**src/rtl/uart_tx_scheduler.sv**
```systemverilog
// uart_tx_scheduler
//
// Shares the single transmitter of UART_System between NREQ byte
// requesters using round-robin arbitration. After reset the UART control
// register is written once with CTRL_INIT. Afterwards the block
// repeatedly grants one pending requester, starts the UART with that
// requester's byte, and waits for the UART to report completion.
//
// Handshake: req[i] is a level held by requester i until it sees
// grant[i] (a one-cycle pulse meaning "your byte has been captured").
// done[i] pulses once that byte has finished transmitting. err pulses
// instead of done if the UART never reports completion within TIMEOUT
// cycles.
//
// Ports
//   clk           clock, rising edge
//   rst           synchronous reset, active low
//   req           per-requester request level
//   req_data      byte of requester i at [8i+7:8i]
//   grant         one-hot capture pulse
//   done          one-hot completion pulse
//   err           watchdog timeout pulse
//   busy          high in every state except IDLE
//   cur_id        index of the requester last granted
//   wr_en         UART control-register write strobe
//   control_data  UART control-register value
//   tx_start      one-cycle UART start pulse
//   tx_data       byte presented to the UART
//   tx_done       UART completion (rising edge used)
//   dbg_state     current FSM state for observation
//
// Every output comes straight from a flop (busy and dbg_state decode
// only the state register), so there is no path from req or tx_done to
// an output.

module uart_tx_scheduler #(
    parameter int         NREQ      = 4,
    parameter logic [7:0] CTRL_INIT = 8'h03,
    parameter int         TIMEOUT   = 2048
) (
    input  logic              clk,
    input  logic              rst,
    input  logic [NREQ-1:0]   req,
    input  logic [8*NREQ-1:0] req_data,
    output logic [NREQ-1:0]   grant,
    output logic [NREQ-1:0]   done,
    output logic              err,
    output logic              busy,
    output logic [2:0]        cur_id,
    output logic              wr_en,
    output logic [7:0]        control_data,
    output logic              tx_start,
    output logic [7:0]        tx_data,
    input  logic              tx_done,
    output logic [1:0]        dbg_state
);

    localparam int WD_W = $clog2(TIMEOUT);

    typedef enum logic [1:0] {
        S_INIT  = 2'd0,
        S_IDLE  = 2'd1,
        S_START = 2'd2,
        S_WAIT  = 2'd3
    } state_e;

    state_e            state_q, state_d;
    logic [NREQ-1:0]   grant_q, grant_d;
    logic [NREQ-1:0]   done_q, done_d;
    logic              err_q, err_d;
    logic              tx_start_q, tx_start_d;
    logic              wr_en_q, wr_en_d;
    logic [7:0]        control_data_q, control_data_d;
    logic [7:0]        tx_data_q, tx_data_d;
    logic [2:0]        cur_id_q, cur_id_d;
    logic [2:0]        ptr_q, ptr_d;
    logic [WD_W-1:0]   wd_q, wd_d;
    logic              tx_done_q, tx_done_d;

    // Arbiter results
    logic [7:0]        req_ext;
    logic [63:0]       req_data_ext;
    logic [3:0]        idx;
    logic              found;
    logic [2:0]        win_id;
    logic [7:0]        win_byte;
    logic [2:0]        next_ptr;
    logic              tx_edge;

    // Round-robin search starting at ptr_q. ptr_q is always < NREQ, so a
    // single conditional subtraction gives the wrap for any NREQ, power of
    // two or not. Inputs are zero-padded to 8 requesters so the 3-bit
    // index never exceeds the vector.
    always_comb begin
        req_ext      = 8'(req);
        req_data_ext = 64'(req_data);
        idx          = '0;
        found        = 1'b0;
        win_id       = '0;
        for (int i = 0; i < NREQ; i++) begin
            idx = 4'(ptr_q) + 4'(i);
            if (idx >= 4'(NREQ)) begin
                idx = idx - 4'(NREQ);
            end
            if (!found && req_ext[idx[2:0]]) begin
                found  = 1'b1;
                win_id = idx[2:0];
            end
        end
        win_byte = req_data_ext[{win_id, 3'b000} +: 8];
    end

    assign next_ptr = (cur_id_q == 3'(NREQ - 1)) ? 3'd0 : cur_id_q + 3'd1;

    // tx_done_q follows tx_done in every state, so a level left high from
    // the previous byte never looks like a fresh completion in WAIT.
    assign tx_edge   = tx_done & ~tx_done_q;
    assign tx_done_d = tx_done;

    always_comb begin
        state_d        = state_q;
        grant_d        = '0;
        done_d         = '0;
        err_d          = 1'b0;
        tx_start_d     = 1'b0;
        wr_en_d        = 1'b0;
        control_data_d = control_data_q;
        tx_data_d      = tx_data_q;
        cur_id_d       = cur_id_q;
        ptr_d          = ptr_q;
        wd_d           = wd_q;

        unique case (state_q)
            S_INIT: begin
                // First INIT cycle raises the write strobe; the cycle in
                // which the strobe is visible moves on to IDLE.
                if (!wr_en_q) begin
                    wr_en_d        = 1'b1;
                    control_data_d = CTRL_INIT;
                end else begin
                    state_d = S_IDLE;
                end
            end
            S_IDLE: begin
                if (found) begin
                    cur_id_d  = win_id;
                    tx_data_d = win_byte;
                    for (int i = 0; i < NREQ; i++) begin
                        grant_d[i] = (win_id == 3'(i));
                    end
                    state_d = S_START;
                end
            end
            S_START: begin
                tx_start_d = 1'b1;
                wd_d       = '0;
                state_d    = S_WAIT;
            end
            S_WAIT: begin
                wd_d = wd_q + WD_W'(1);
                // Completion is checked first so it beats a same-cycle timeout.
                if (tx_edge) begin
                    for (int i = 0; i < NREQ; i++) begin
                        done_d[i] = (cur_id_q == 3'(i));
                    end
                    ptr_d   = next_ptr;
                    state_d = S_IDLE;
                end else if (wd_q == WD_W'(TIMEOUT - 1)) begin
                    err_d   = 1'b1;
                    ptr_d   = next_ptr;
                    state_d = S_IDLE;
                end
            end
            default: begin
                state_d = S_INIT;
            end
        endcase
    end

    always_ff @(posedge clk) begin
        if (!rst) begin
            state_q        <= S_INIT;
            grant_q        <= '0;
            done_q         <= '0;
            err_q          <= 1'b0;
            tx_start_q     <= 1'b0;
            wr_en_q        <= 1'b0;
            control_data_q <= '0;
            tx_data_q      <= '0;
            cur_id_q       <= '0;
            ptr_q          <= '0;
            wd_q           <= '0;
            tx_done_q      <= 1'b0;
        end else begin
            state_q        <= state_d;
            grant_q        <= grant_d;
            done_q         <= done_d;
            err_q          <= err_d;
            tx_start_q     <= tx_start_d;
            wr_en_q        <= wr_en_d;
            control_data_q <= control_data_d;
            tx_data_q      <= tx_data_d;
            cur_id_q       <= cur_id_d;
            ptr_q          <= ptr_d;
            wd_q           <= wd_d;
            tx_done_q      <= tx_done_d;
        end
    end

    assign grant        = grant_q;
    assign done         = done_q;
    assign err          = err_q;
    assign busy         = (state_q != S_IDLE);
    assign cur_id       = cur_id_q;
    assign wr_en        = wr_en_q;
    assign control_data = control_data_q;
    assign tx_start     = tx_start_q;
    assign tx_data      = tx_data_q;
    assign dbg_state    = state_q;

endmodule

```
**config.mk**
```make
export PLATFORM = sky130hd
export DESIGN_NAME = uart_tx_scheduler
export DESIGN_NICKNAME = d
export VERILOG_FILES = /design/src/rtl/uart_tx_scheduler.sv
export SDC_FILE = /design/constraint.sdc
export NUM_CORES = 1
export LEC_CHECK = 0
export ABC_AREA = 1
export ABC_CLOCK_PERIOD_IN_PS = 2740
export CORE_MARGIN = 5
export CORE_UTILIZATION = 30
export CTS_CLUSTER_DIAMETER = 80
export DETAILED_ROUTE_END_ITERATION = 8
export GPL_TIMING_DRIVEN = 0
export PLACE_DENSITY_LB_ADDON = 0.12
export SETUP_SLACK_MARGIN = 0.4
export SLEW_MARGIN = 0
export SYNTH_ARGS = -nofsm -noshare
export SYNTH_HDL_FRONTEND = slang
export SYNTH_SLANG_ARGS = --single-unit
```
**constraint.sdc**
```tcl
create_clock -name clk -period 2.74 [get_ports clk]
set_input_delay 0.548 -clock clk [delete_from_list [all_inputs] [get_ports clk]]
set_output_delay 0.548 -clock clk [all_outputs]
set_load 0.02 [all_outputs]
```
Word level (Yosys, flattened, before mapping)
Cells that the tools add are included.

Bits of input ports: 39. Output and inout bits: 33. Bits in registers: 40. Logic and storage cells: 100.

Shift operators: 1. Add/subtract/negate cells: 9. $lt $le $gt $ge: 8. Reductions and logical operators: 19. Muxes and demuxes: 32. Equal/unequal tests: 14. Bitwise logic cells: 5.

Operators by type and width (count): variable part select 64 x 7 -> 8 bit (1); two-way mux 3 bit (11); one-hot mux 11 bit (2 select lines) (1); < comparator 3 x 4 -> 1 bit (second input constant) (4); binary-select mux 1 bit (select 3 bit) (4); == test 3 x 2 -> 1 bit (second input constant) (4); >= comparator 4 x 3 -> 1 bit (second input constant) (3); subtractor 3 bit (second input constant) (4); adder 11 x 1 -> 11 bit (second input constant) (1); == test 11 bit (second input constant) (1); two-way mux 1 bit (11); AND reduction 3 bit (3); adder 3 x 2 -> 4 bit (second input constant) (2); two-way mux 2 bit (4); one-hot mux 2 bit (4 select lines) (1); AND reduction 2 bit (4); == test 3 x 1 -> 1 bit (second input constant) (2); logical NOT 3 bit (2); adder 3 x 1 -> 4 bit (second input constant) (1); == test 2 bit (second input constant) (2); inequality test 2 bit (second input constant) (2); inverter 1 bit (4); nonzero test 2 bit (2); adder 3 x 1 -> 3 bit (second input constant) (1); 9 further kinds (13).

Depth between registers and ports, before layout
Word-level depth: 16. Depth in mapped cells: 17. Depth with buffers taken out: 16.

Least setup slack after synthesis
Ideal clock, no wire load.

Path type: register to register. Start point: reg ptr_q[0]. End point: reg tx_data_q[5], in the netlist tx_data[5]. Cell stages (with the launch flop): 17. Data arrival time: 1941 ps. Path buffers: 1. Setup time: 109 ps. Slack: 691 ps. Clock period less this slack: 2049 ps. Required time: 2631 ps. Path through: dfxtp_1 -> inv_2 -> ha_1 -> inv_1 -> nand3_1 -> nand3_2 -> nand3_2 -> nand3_1 -> nand2_4 -> nand2_2 -> buf_6 -> nand2_1 -> nand2_1 -> nand2_1 -> nand3_1 -> nand2_1 -> inv_1.

Longest elaborated chain between the ends: 15. Elaborated cells on any way between the ends: 39. Classes of those cells: 7 x add/sub; 4 x order compare; 1 x shift; 20 x mux; 7 x reduce/logical.

Ends and longest elaborated chain: start, declared (line 76) `logic [2:0] ptr_q, ptr_d;`; start signal, assigned (line 204) `ptr_q <= ptr_d;`; parallel branches: the longest is 15 deep, another holds adder 3 x 1 -> 4 bit; end signal, assigned (line 202) `tx_data_q <= tx_data_d;`; end, declared (line 74) `logic [7:0] tx_data_q, tx_data_d;`.

Several ways; the timed one is not identified. The select of a mux whose other input is x is not followed. A chain may end at the register's enable or synchronous reset.

Worst setup path after layout
Start point: reg ptr_q[0]. End point: reg tx_data_q[6], in the netlist tx_data[6].

Same word-level chain as after synthesis.

==> summary.txt <==
Run status
  – Outcome: complete, no violations

Timing
  – Final hold violations: 0
  – Worst Skew: 0.002316 ns
  – Max-slew violations: 0
  – Fmax: 0.4750 GHz
  – Final setup vio count: 0
  – Final period utilization: 0.7684
  – RSZ-0062 raised after global routing: no
  – Slew HR: 0.6411
  – Worst-margin pin slew: 0.5384 ns
  – Final setup TNS: 0 ns
  – Minimum clock period: approximately 2.1 ns

Floorplan
  – Starting density of the core: 0.3038
  – I/O Pins: roughly 70
  – # rows: 32
  – Die X: approximately 98 um
  – Core Box Area: 7647 um2
  – Chip height: 98.01 um
  – Die Area: between 9000 and 10000 um2

Synthesis
  – Number of synthesis warnings: 0
  – Number of synthesized register bits: 40
  – Yosys cell types: 34
  – Post-synthesis instance total: 352
  – Avg Synthesized Cell Area: between 6 and 7 um2
  – Seq/Total Area, Yosys: 0.3446
  – Mapped Area: roughly 2300 um2

Global routing
  – Number of global-route vias before repair: 2301
  – First-pass GRT wire length: 10.46 mm
  – Largest net degree at the start of global routing: 12
  – Initial antenna violation count: 0
  – Global route overflow: 0
  – Tot GR Track Use: 0.1312

Place
  – # port buffers: 65
  – Placed Instances: about 520
  – Hpwl dp: 4.818 mm
  – Routability Congestion: roughly 0.82

Detailed routing
  – Via count: 2370
  – DRT iter0 DRCs: 84
  – DRT Pass-1 Iters: 4
  – Drt via density: ~4.4
  – DRC: 0
  – Antenna Nets Post-Route: 0
  – Routed WL: between 6 and 7 mm
  – Avg WL per Cell: between 10 and 15 um

Power
  – Clock power share: 0.162
  – Pwr dens: 702.8 nW/um2
  – Switching portion of total power: 0.4126
  – P_int: approximately 1.3 mW
  – Max VDD drop: between 0.3 and 0.4 mV
  – P_leak: about 1.5 nW
  – Sequential share of power: 0.332
  – Logic gate share of total power: 0.506
  – P_sw: approximately 940 uW

Finish
  – Non-Filler Instances: around 530
  – Register Area: roughly 810 um2
  – Share of cells above drive strength 1: 0.1044
  – Most frequent cells in the layout: 101 x nand2_1, 64 x clkdlybuf4s50_1, 43 x nor2_1
  – Area occupied by multi-input gates: 1280 um2
  – Layout area overhead: 39.69%
  – # diodes: 0
  – Fillers: slightly above 800
  – Final net count: just under 500
  – Most common cell after layout, fill and taps aside: nand2_1
  – Fin util: 0.4244

Setup path
  – Startpoint types: flop
  – Crit path DAT: about 2.3 ns
  – Worst Path Max Fanout: 10
  – Worst EP required: 2.92 ns
  – Crit end category: flop
  – Worst setup path class: flop to flop

Clocking
  – Worst-path clk slew: 0.08 ns
  – H-tree depth: 2
  – Post-CTS Hold Fix Bufs: 0
  – CTS tree: done
  – Longest Clk Path Bufs: 2
  – Root buffer cell: clkbuf_8
  – # clock sinks: 40
  – Clock Latency Late Sink: about 0.28 ns
  – CTS Buf Count: 5

Hold path
  – Worst hold-check path type: flop to flop

Job
  – Max_cap viols: 0
power groups by stage:
stage                     Clock [mW]  Combinational [mW]  Sequential (mW)
after floorplan                    0               0.623            0.864
after global placement             0                1.14            0.770
after detailed placement           0                1.15            0.771
after CTS                      0.383                1.15            0.759
after global routing           0.403                1.31            0.773
final                          0.369                1.15            0.758
kinds of logic (layout without fill, tap and decap cells):
| logic type | Yosys count | count (layout) | synth area share |
|---|---|---|---|
| DFF | 40 | 40 | 0.3446 |
| and+or+nand+nor | 204 | 204 | 0.3845 |
| AOI/OAI and AO/OA | 34 | 34 | 0.08455 |
| adders and majority gates | 12 | 12 | 0.06462 |
| buffers and inverters | 61 | 135 | 0.1201 |
| other | 1 | 6 | 0.001614 |
per-layer routing:
| metal | vias to the layer above | wire [um] | global-route usage |
|---|---|---|---|
| met4 | 0 | 23 | 0.02556 |
| met5 | - | 0 | 0 |
| met1 | 1054 | 3069 | 0.1757 |
| met2 | 51 | 2744 | 0.2099 |
| li1 | 1263 | - | - |
| met3 | 2 | 392 | 0.04000 |
worst max-delay path, cell delays in order (launching register included):
cell and delay, ns:
dfxtp_4 0.38, inv_2 0.16, ha_4 0.24, inv_1 0.10
nand3_1 0.10, nand3_2 0.12, nand3_2 0.13, inv_1 0.07
nand2_1 0.07, nand3_1 0.11, o21ai_2 0.08, clkbuf_4 0.19
nand2_1 0.08, nand3_1 0.07, nand2_1 0.07, inv_1 0.03
through the flow:
step	area, um2	setup WS, ns	hold WS (ns)	power (mW)
after floorplan	2342	0.6905	0.4355	1.487
after global placement	3120	0.2244	0.4406	1.910
after detailed placement	3120	0.2044	0.4541	1.916
after CTS	3202	0.4226	0.4655	2.292
after global routing	3246	0.4057	0.4851	2.489
final	3246	0.6347	0.4565	2.281
repair_timing:
item,CTS,global route
setup endpoints to repair,18,16
cloned,0,0
setup buffers,0,2
gates resized for setup,4,8
pin swaps,0,2
state kept, by name, summed over array words and instances, names as in the netlist, 2 cells and up:
name / count
wd_q: 11
tx_data: 8
done: 4
grant: 4
cur_id: 3
ptr_q: 3
dbg_state: 2
cell type report:
cell class | instances | area share
plain buffers | 17 | 0.03739
repair buffers | 67 | 0.2047
inverters | 44 | 0.05204
flip-flops and latches | 40 | 0.2483
clock inverters | 1 | 0.001542
well taps | 102 | 0.03932
multi-input cells | 256 | 0.3944
clock buffers | 6 | 0.02236
synthesized netlist by cell type:
library cell	count	area, um2
inv_1	38	142.6
buf_4	8	60.06
nor2_1	43	161.4
nand3_2	3	30.03
nor3_2	2	20.02
a32o_1	1	10.01
clkbuf_1	3	11.26
a21boi_0	1	7.510
nand2_2	4	25.02
o21bai_1	1	7.510
nor2_4	1	11.26
clkinv_2	1	5.000
ha_1	12	150.1
buf_2	3	15.01
a221oi_1	1	8.760
nor3_1	6	30.03
or3_1	1	6.260
a21oi_1	15	75.07
buf_6	2	22.52
dfxtp_1	40	800.8
nor4_1	1	6.260
inv_2	4	15.01
o21ai_2	1	8.760
o41ai_1	1	8.760
buf_1	1	3.750
a211oi_1	2	15.01
nand2_1	101	379.1
nand3_1	35	175.2
conb_1	1	3.750
nor2_2	1	6.260
clkinv_1	1	3.750
nand4_1	5	31.28
o21ai_0	11	55.05
nand2_4	1	11.26
path summary, 6_finish.rpt:
kind	start	to	slack (ns)	depth (start not counted)
hold reg to reg	wr_en	wr_en	0.46	1
hold / removal	wr_en	wr_en	0.46	1
setup / recovery	ptr_q[0]	tx_data[6]	0.63	15
setup reg to reg	ptr_q[0]	tx_data[6]	0.63	15
Note: power is estimated with default switching activity, not from simulation.
